--- config.mk ---
export PLATFORM = sky130hd
export DESIGN_NAME = mealy_seq_detector_param
export DESIGN_NICKNAME = d
export VERILOG_FILES = /design/src/rtl/mealy_seq_detector_param.sv
export SDC_FILE = /design/constraint.sdc
export NUM_CORES = 1
export LEC_CHECK = 0
export BUFFER_PORTS_ARGS = -buffer_cell sky130_fd_sc_hd__buf_2
export CORE_AREA = 2 2 39 41
export DETAILED_ROUTE_END_ITERATION = 8
export DIE_AREA = 0 0 41 43
export GPL_TIMING_DRIVEN = 0
export PLACE_DENSITY = 0.73
export SLEW_MARGIN = 20
export SYNTH_ARGS = -nofsm -noshare
export SYNTH_HDL_FRONTEND = slang
export SYNTH_SLANG_ARGS = --single-unit
--- constraint.sdc ---
create_clock -name clk -period 4.6 [get_ports clk]
set_input_delay 0.92 -clock clk [delete_from_list [all_inputs] [get_ports clk]]
set_output_delay 0.92 -clock clk [all_outputs]
set_load 0.05 [all_outputs]
--- src/rtl/mealy_seq_detector_param.sv ---
// -----------------------------------------------------------------------------
// mealy_seq_detector_param
//
// Purpose
//   Parametrised Mealy serial-pattern detector. It consumes one bit of w on
//   every cycle where w_valid is high. It raises z on the cycle that completes
//   PATTERN and keeps a saturating count of matches. The state is the length of
//   the prefix matched so far (0..N-1). The N x 2 next-state table is built at
//   elaboration with KMP fallback semantics, so the runtime cost is a single
//   table lookup.
//
// Parameters
//   N        pattern length in bits (2..16)
//   PATTERN  target sequence; PATTERN[N-1] is the first bit received
//   OVERLAP  1: a match's suffix may start the next match
//            0: restart from an empty history after a match
//   CNT_W    match_count width
//
// Ports
//   clk          in   1      rising-edge clock
//   reset        in   1      synchronous, active-high reset
//   w            in   1      serial data bit
//   w_valid      in   1      w is consumed this cycle when 1
//   z            out  1      match strobe
//   y            out  SW     current state (matched-prefix length), SW = max(1,$clog2(N))
//   match_count  out  CNT_W  number of matches since reset, saturating
//
// Handshake
//   w_valid is a qualifier only; the detector has no ready because it always
//   accepts. A bit is consumed exactly on a rising edge where w_valid=1 and
//   reset=0. When w_valid=0 the state and count hold, so gaps between bits
//   do not break a partial match.
//
// Build option
//   MEALY_ZREG_EN : when defined, z comes from a flop that is loaded with the
//                   combinational strobe. z then appears one cycle after the
//                   last pattern bit, and the w->z combinational path is gone.
//                   match_count still updates on the edge that consumes the
//                   last bit.
// -----------------------------------------------------------------------------
module mealy_seq_detector_param #(
  parameter int           N       = 3,
  parameter logic [N-1:0] PATTERN = 3'b101,
  parameter bit           OVERLAP = 1'b1,
  parameter int           CNT_W   = 8,
  localparam int          SW      = (N > 2) ? $clog2(N) : 1
) (
  input  logic             clk,
  input  logic             reset,
  input  logic             w,
  input  logic             w_valid,
  output logic             z,
  output logic [SW-1:0]    y,
  output logic [CNT_W-1:0] match_count
);

  // Next state from state k on input bit b. Form the string s = (first k
  // pattern bits, b). The result is the longest proper prefix of PATTERN
  // (length < N) that is also a suffix of s. A completed match therefore lands
  // on the KMP failure value f(N). In non-overlap mode it is forced to 0.
  function automatic logic [SW-1:0] next_of(input int k, input logic b);
    logic [16:0] s;
    int          best;
    int          max_l;
    bit          ok;
    s    = '0;
    best = 0;
    for (int i = 0; i < k; i++) s[i] = PATTERN[N-1-i];
    s[k]  = b;
    max_l = (k + 1 < N - 1) ? k + 1 : N - 1;
    for (int l = 1; l <= max_l; l++) begin
      ok = 1'b1;
      for (int j = 0; j < l; j++)
        if (s[k+1-l+j] != PATTERN[N-1-j]) ok = 1'b0;
      if (ok) best = l;
    end
    if ((k == N - 1) && (b == PATTERN[0]) && !OVERLAP) best = 0;
    return SW'(best);
  endfunction

  // Flattened table; entry index = 2*k + b, each entry SW bits wide.
  function automatic logic [2*N*SW-1:0] build_tbl();
    logic [2*N*SW-1:0] t;
    t = '0;
    for (int k = 0; k < N; k++) begin
      t[(2*k)*SW   +: SW] = next_of(k, 1'b0);
      t[(2*k+1)*SW +: SW] = next_of(k, 1'b1);
    end
    return t;
  endfunction

  localparam logic [2*N*SW-1:0] NEXT_TBL = build_tbl();
  localparam logic [SW-1:0]     LAST_ST  = SW'(N - 1);

  logic [SW-1:0] state_q;
  logic [SW-1:0] state_next;
  logic [SW:0]   tbl_idx;
  logic          z_comb;

  assign tbl_idx = {state_q, w};

  // ---------------------------------------------------------------------------
  // State register
  // ---------------------------------------------------------------------------
  always_ff @(posedge clk) begin
    if (reset) state_q <= '0;
    else       state_q <= state_next;
  end

  // ---------------------------------------------------------------------------
  // Next-state logic: table lookup on a valid bit, hold otherwise. Encodings
  // at or above N cannot be reached. They fall back to 0 so that the lookup
  // never indexes past the end of the table.
  // ---------------------------------------------------------------------------
  always_comb begin
    state_next = state_q;
    if (w_valid) begin
      if (state_q <= LAST_ST) state_next = NEXT_TBL[int'(tbl_idx)*SW +: SW];
      else                    state_next = '0;
    end
  end

  // ---------------------------------------------------------------------------
  // Output logic: Mealy strobe on the bit that completes the pattern. reset
  // masks the strobe, so a match cut short by reset is never flagged or counted.
  // ---------------------------------------------------------------------------
  always_comb begin
    z_comb = w_valid & (state_q == LAST_ST) & (w == PATTERN[0]) & ~reset;
  end

  assign y = state_q;

  // Saturating match counter; it advances on the edge that consumes the last bit.
  always_ff @(posedge clk) begin
    if (reset)
      match_count <= '0;
    else if (z_comb && (match_count != {CNT_W{1'b1}}))
      match_count <= match_count + CNT_W'(1);
  end

`ifdef MEALY_ZREG_EN
  logic z_q;

  always_ff @(posedge clk) begin
    if (reset) z_q <= 1'b0;
    else       z_q <= z_comb;
  end

  assign z = z_q;
`else
  assign z = z_comb;
`endif

endmodule
Word level (Yosys, flattened, before mapping)
Index checks and enable logic that the tools add are counted.
{"block": "word_totals", "inputBits": 4, "word_cells": 13, "register_bits": 10, "out_inout_bits": 11}
{"block": "op_classes", "muxes": 1, "order_cmp": 1, "n_bitwise": 4, "n_eq_ne": 2, "n_reduce_logical": 1, "shifts": 1, "addsub": 1}
{"cell": "12-bit by 5-bit variable part select with 2-bit output (first input constant)", "count": 1}
{"cell": "8-bit by 1-bit adder with 8-bit output (second input constant)", "count": 1}
{"cell": "8-bit inequality test (second input constant)", "count": 1}
{"cell": "1-bit AND", "count": 3}
{"cell": "2-bit == test (second input constant)", "count": 1}
{"cell": "2-bit less-or-equal comparator (second input constant)", "count": 1}
{"cell": "2-bit two-way mux", "count": 1}
{"cell": "1-bit logical AND", "count": 1}
{"cell": "1-bit NOT", "count": 1}

Logic depth before layout (Yosys ltp)
Gate-level depths: netlist of the first run.
{"block": "depth", "word_depth": 5, "ltp_mapped": 4, "ltp_nobuf": 4}

Worst setup path before layout of the first run
OpenSTA, ideal clock, no wires.
{"block": "synth_path", "path_kind": "input to output", "startpoint": "in reset", "endpoint": "out z", "t_required_ps": 3680, "path_stages": 2, "slack_ps": 1884, "n_path_buf": 0, "arrival_ps": 1796, "cell_sequence": "nand2b_1 > nor2_1"}
{"block": "synth_between", "elab_chain_len": 2}
{"item": "start: declaration", "line": "49", "source": "input logic reset,"}
{"item": "1-bit NOT", "line": "128", "source": "z_comb = w_valid & (state_q == LAST_ST) & (w == PATTERN[0]) & ~reset;"}
{"item": "1-bit AND", "line": "128"}
{"item": "end: declaration", "line": "52", "source": "output logic z,"}
Every way passes these cells.

Worst setup path after layout of the first run
{"block": "layout_path", "startpoint": "in w_valid", "endpoint": "out z"}
{"block": "layout_between", "elab_chain_len": 3}
{"item": "start: declaration", "line": "51", "source": "input logic w_valid,"}
{"item": "1-bit AND (3 in a row)", "line": "128"}
Every way passes these cells.

==> run_results.csv, run 1 <==
group,metric,value,unit
outcome,outcome,"completed",
synth,yosys.area.top_type_share,35.3,%
job,max_capacitance_violation_total,0,
synth,post_synth_xor_area_fraction,0,%
worst_setup_path,max_stage_delay,0.30,ns
sta,timing.final.setup_violations,0,
synth,yosys_register_bits,10,
cells_and_area,insertedDiodeCount,0,
synth,ys_async_sr_fraction,0,%
cells_and_area,layout-area-overhead-vs-synth,19.9,%
cells_and_area,flip_flop_and_latch_area,200,sq um
synth,synth_warnings,0,
synth,avg_cell_area_syn,9.00,sq um
cells_and_area,multi_input_comb_area,337,sq um
worst_setup_path,worst_path_arrival,1.71,ns
cells_and_area,layout.core_utilization,49.1,%
power_and_ir_drop,ir_worst_vdd,0.000124,V
cells_and_area,finalNetCount,87,
drt,detail_route.first_pass.iterations,4,
clock_network,clk_pin_slew_worst_paths,0.06,ns
clock_network,ctsResizeCount,0,
synth,combinational_family_with_the_most_area_after_synthesis,"simple AND/OR/NAND/NOR gates",
clock_network,tritoncts_num_sinks,10,
worst_setup_path,critical_path_peak_fanout,6,
sta,final_min_period_over_clock_period,57.2,%
drt,initialDrtViolationCount,7,
sta,achievable_freq,380,MHz
synth,yosys.area.top_type,"dfxtp_1",
global_route,first_global_vias,501,
sta,worst-slew-pin-transition,0.426,ns
floorplan,std_cell_rows,14,
sta,skew,0.00175,ns
synth,post-synth-top-count-cell,"dfxtp_1",
sta,grt_setup_unrepaired,"no",
sta,final_hold_viol_count,0,
sta,report.final.slew_viol_count,0,
worst_setup_path,path_cells,"buf_2 -> nand3b_1 -> nor2_1 -> buf_2",
synth,post_synth_adder_cell_area,2.21,%
drt,routed_wirelength,1330,um
synth,synth.yosys.seq_area_share,35.3,%
floorplan,design.die.area,0.00176,sq mm
placed_design,gp_routability_congestion,0.735,
cells_and_area,fillerInstances,146,
sta,timing.slew.headroom,70.9,%
worst_setup_path,crit_top_cell,"buf_2",
clock_network,cts_inserted_buffers,3,
global_route,grt_max_degree,11,
synth,mappedNetlistNets,68,
power_and_ir_drop,power.density_cell_area,234,mW/mm^2
synth,synth_flop_cell,"dfxtp_1",
worst_setup_path,slowest_stage,"buf_2",
floorplan,chipHeight,43,um
placed_design,numPortBuffers,14,
synth,synth.area.mux_share,3.75,%
worst_setup_path,worst-r2r-setup-slack,2.96,ns
floorplan,placeableCoreArea,0.00138,sq mm
global_route,antenna_found_initial,0,
floorplan,fp.dieW,41,um
worst_setup_path,cp_data_required_time,3.68,ns
synth,synth-edff-count,0,
synth,synth_compound_area_share,23.4,%
clock_network,postCtsSetupBuffers,0,
global_route,grt_pass1_wl,2110,um
clock_network,htree_num_levels,1,
worst_setup_path,worstSetupEndpointType,"primary output",
placed_design,place_hpwl,975,um
worst_hold_path,type_of_the_tightest_min_delay_check,"reg -> reg",
synth,syn_inst,63,
cells_and_area,final_layout_size_suffix_gt1_share,23.8,%
synth,yosys-top-cells-count,"10 x dfxtp_1, 7 x inv_1",
global_route,grt_util_all_layers,17.6,%
sta,finalSetupTns,0,ns
synth,synthSimpleGateAreaFrac,30.0,%
drt,num_vias,560,
sta,final_period_minus_worst_setup_slack,2.63,ns
global_route,grt_remaining_overflow,0,
clock_network,cts.path.max_buffers,2,
drt,detail_route.wl_per_cell,13.8,um
drt,detail_route.vias_per_cell,5.83,
worst_setup_path,worstSetupPathType,"in -> out",
drt,detail-route-antenna-nets,0,
floorplan,initial_utilization,41.0,%
worst_setup_path,cp-start-kind,"primary input",
power_and_ir_drop,static-leakage-power,0.284,nW
clock_network,cts_hold_buffers,0,
floorplan,num_io_pins,15,
synth,netlist-cell-type-count,31,
clock_network,clk_root_buffer_cell,"clkbuf_4",
drt,drt_drc_violations_left,0,
synth,synth_area,567,sq um
clock_network,tritoncts,"built",
synth,synth_top_cells_by_area,"dfxtp_1 35%, inv_1 4.6%, a311oi_1 4.6%",
clock_network,worstSkewPairLatency,0.26,ns
final timing paths:
check                   endpoint      startpoint  depth (start not counted)
setup / recovery               z         w_valid                          4
setup reg to reg  match_count[1]  match_count[0]                          4
hold / removal              y[0]            y[0]                          2
hold reg to reg             y[0]            y[0]                          2
state kept, by name, summed over array words and instances, names as in the netlist:
| signal | cells |
|---|---|
| match_count | 8 |
| y | 2 |
stage by stage:
| stage | instance area, sq um | power (mW) | worst slack (ns) | cells | hold WS (ns) |
|---|---|---|---|---|---|
| final | 679 | 0.159 | 1.97 | 96 | 0.530 |
| after floorplan | 567 | 0.0972 | 1.88 | 63 | 0.725 |
| after detailed placement | 657 | 0.102 | 1.98 | 93 | 0.520 |
| after global routing | 679 | 0.167 | 1.93 | 96 | 0.560 |
| after CTS | 679 | 0.162 | 1.97 | 96 | 0.530 |
| after global placement | 657 | 0.101 | 2.00 | 93 | 0.517 |
worst max-delay path: cells and delay by family:
kind | cells | cell delay, ns
simple gates | 2 | 0.33
buf+inv | 2 | 0.45
power by group:
part	internal [mW]	switching [mW]	total (mW)
Combinational	0.00393	0.00752	0.0114
Sequential	0.0873	0.00100	0.0883
Clock	0.0302	0.0291	0.0593
Total	0.121	0.0376	0.159
cell families (layout without fill, tap and decap cells):
group,Yosys count,in the layout
and+or+nand+nor,25,25
AOI/OAI and AO/OA,17,17
DFF,10,10
buffers and inverters,8,25
muxes,2,2
adders and majority gates,1,1
area by class of cell:
cell class / count / share of cell area [%]
tap: 16 / 2.95
inverter: 7 / 3.87
sequential: 10 / 29.5
timing repair buffer: 14 / 10.3
clock buffer: 3 / 3.31
buffer: 1 / 0.552
multi-input combinational: 45 / 49.5
layer usage:
| metal | vias up | GRT usage [%] | routed length [um] |
|---|---|---|---|
| li1 | 280 | - | - |
| met1 | 265 | 21.5 | 619 |
| met2 | 11 | 26.6 | 630 |
| met3 | 4 | 3.14 | 47 |
| met4 | 0 | 12.0 | 29 |
| met5 | - | 0 | 0 |
layout by cell type, fill, tap and decap left out, types with 2 or more instances in the layout:
| cell | Yosys | routed |
|---|---|---|
| buf_2 | 0 | 14 |
| a2111oi_0 | 2 | 2 |
| and3_1 | 2 | 2 |
| inv_1 | 7 | 7 |
| nor2b_1 | 2 | 2 |
| nand3b_1 | 2 | 2 |
| a211oi_1 | 3 | 3 |
| dfxtp_1 | 10 | 10 |
| nand2_1 | 3 | 3 |
| nand3_1 | 2 | 2 |
| a31oi_1 | 3 | 3 |
| a21oi_1 | 2 | 2 |
| clkbuf_4 | 0 | 3 |
| nor2_1 | 3 | 3 |
| a311oi_1 | 3 | 3 |
| nand2b_1 | 2 | 2 |
(Power assumes the default switching activity.)
==> run 2: changes to the inputs <==
--- a/config.mk
+++ b/config.mk
@@ -10,7 +10,7 @@
 export DETAILED_ROUTE_END_ITERATION = 8
 export DIE_AREA = 0 0 41 43
 export GPL_TIMING_DRIVEN = 0
-export PLACE_DENSITY = 0.73
+export PLACE_DENSITY = 0.75
 export SLEW_MARGIN = 20
 export SYNTH_ARGS = -nofsm -noshare
 export SYNTH_HDL_FRONTEND = slang
==> constraint.sdc (replaced) <==
create_clock -name clk -period 2.21 [get_ports clk]
set_input_delay 0.442 -clock clk [delete_from_list [all_inputs] [get_ports clk]]
set_output_delay 0.442 -clock clk [all_outputs]
set_load 0.05 [all_outputs]
==> run 2 against run 1 <==
Non-clock buffer count unchanged. Final cell count rose by 1.0%. Hold slack lost 0.052 ns. Utilization up 0.99 points. Critical path depth is 1 lower. Design area up 2.0%. Register-to-register slack got worse by 2.4 ns. First-iteration DRC count shrank 57%. Sequential share of layout area down 0.59 points. Sequential cell count unchanged.
==> run_results.csv, run 2 (synthesized netlist as in run 1, its figures left out) <==
group,metric,value,unit
outcome,outcome,"completed",
worst_setup_path,worstSetupPathType,"reg -> out",
clock_network,tritoncts,"built",
cells_and_area,largest_register_ff_count,8,
worst_setup_path,cp_data_required_time,1.77,ns
placed_design,placedInstanceArea,657,sq um
sta,timing.final.setup_violations,0,
placed_design,gp_routability_congestion,0.740,
cells_and_area,regMostFlops,"match_count",
sta,skew,0.00403,ns
placed_design,place_hpwl,908,um
floorplan,fp.dieW,41,um
global_route,grt_util_all_layers,15.8,%
global_route,antenna_found_initial,0,
cells_and_area,layout-area-overhead-vs-synth,22.3,%
floorplan,placeableCoreArea,0.00138,sq mm
global_route,grt_max_degree,11,
cells_and_area,final_cell_mix,"14 x buf_2, 10 x dfxtp_1, 7 x inv_1",
drt,initialDrtViolationCount,3,
sta,achievable_freq,567,MHz
clock_network,tritoncts_num_sinks,10,
sta,final_period_minus_worst_setup_slack,1.76,ns
clock_network,clk_pin_slew_worst_paths,0.07,ns
sta,report.final.slew_viol_count,0,
cells_and_area,layout_commonest_cell,"buf_2",
global_route,first_global_vias,431,
global_route,grt_remaining_overflow,0,
drt,detail-route-antenna-nets,0,
floorplan,std_cell_rows,14,
sta,worst-slew-pin-transition,0.446,ns
clock_network,postCtsSetupBuffers,0,
cells_and_area,finalNetCount,87,
worst_hold_path,type_of_the_tightest_min_delay_check,"in -> reg",
drt,detail_route.vias_per_cell,5.57,
sta,timing.slew.headroom,70.3,%
clock_network,clk_root_buffer_cell,"clkbuf_4",
sta,grt_setup_unrepaired,"no",
power_and_ir_drop,power.density_cell_area,535,mW/mm^2
drt,num_vias,540,
drt,drt_drc_violations_left,0,
power_and_ir_drop,ir_worst_vdd,0.000309,V
floorplan,num_io_pins,15,
placed_design,numPortBuffers,14,
worst_setup_path,worst_path_arrival,1.32,ns
clock_network,worstSkewPairLatency,0.27,ns
worst_setup_path,cp-start-kind,"flop",
clock_network,cts_inserted_buffers,3,
worst_setup_path,critical_path_peak_fanout,7,
floorplan,chipHeight,43,um
sta,final_hold_viol_count,0,
global_route,grt_pass1_wl,1870,um
floorplan,initial_utilization,41.0,%
cells_and_area,final_layout_size_suffix_gt1_share,24.7,%
job,max_capacitance_violation_total,0,
clock_network,htree_num_levels,1,
cells_and_area,insertedDiodeCount,0,
clock_network,cts.path.max_buffers,2,
sta,final_min_period_over_clock_period,79.8,%
clock_network,ctsResizeCount,0,
drt,detail_route.first_pass.iterations,4,
cells_and_area,finish.cell_count_without_fillers,97,
drt,detail_route.wl_per_cell,12.5,um
clock_network,cts_hold_buffers,0,
floorplan,design.die.area,0.00176,sq mm
cells_and_area,layout.core_utilization,50.1,%
cells_and_area,final_design_area_no_fill,693,sq um
drt,routed_wirelength,1210,um
power_and_ir_drop,static-leakage-power,0.291,nW
placed_design,place_inst,93,
power_and_ir_drop,post-layout-total-power,0.371,mW
sta,finalSetupTns,0,ns
worst_setup_path,worstSetupEndpointType,"primary output",
## run 2: cell count changes in the layout (fill, tap and decap cells not counted), sizes merged
| cell | previous run | this run |
|---|---|---|
| clkbuf | 4 | 5 |
## run 2: final timing paths
| check | startpoint | to | slack (ns) | depth (start not counted) |
|---|---|---|---|---|
| max reg2reg | match_count[0] | match_count[1] | 0.58 | 4 |
| min reg2reg | y[0] | y[0] | 0.53 | 2 |
| min | w | y[0] | 0.48 | 3 |
| max | y[1] | z | 0.45 | 3 |
## run 2: cell type report
cell class	count	area [sq um]
fill	144	691
multi-input combinational	45	337
sequential	10	200
timing repair buffer	14	70.1
clock buffer	4	36.3
inverter	7	26.3
tap	16	20.0
buffer	1	3.75
## run 2: where the power goes
group	total (mW)	internal [mW]	switching (mW)
clock	0.163	0.100	0.0633
sequential	0.184	0.182	0.00204
combinational	0.0236	0.00817	0.0155
## run 2: metal layers
metal	GRT usage [%]	wire length [um]	vias up
li1	-	-	281
met2	21.9	564	14
met4	8.00	14	0
met1	19.5	559	243
met5	0	0	-
met3	7.85	70	2
## run 2: worst max-delay path, stage by stage (launching register included)
cell and delay, ns:
dfxtp_1 0.42, nand3b_1 0.14, nor2_1 0.19, buf_2 0.30
## run 2: through the flow
step	hold WS, ns	setup WS [ns]
after floorplan	0.589	0.169
after global placement	0.519	0.550
after detailed placement	0.526	0.526
after CTS	0.475	0.445
after global routing	0.495	0.317
final	0.478	0.447
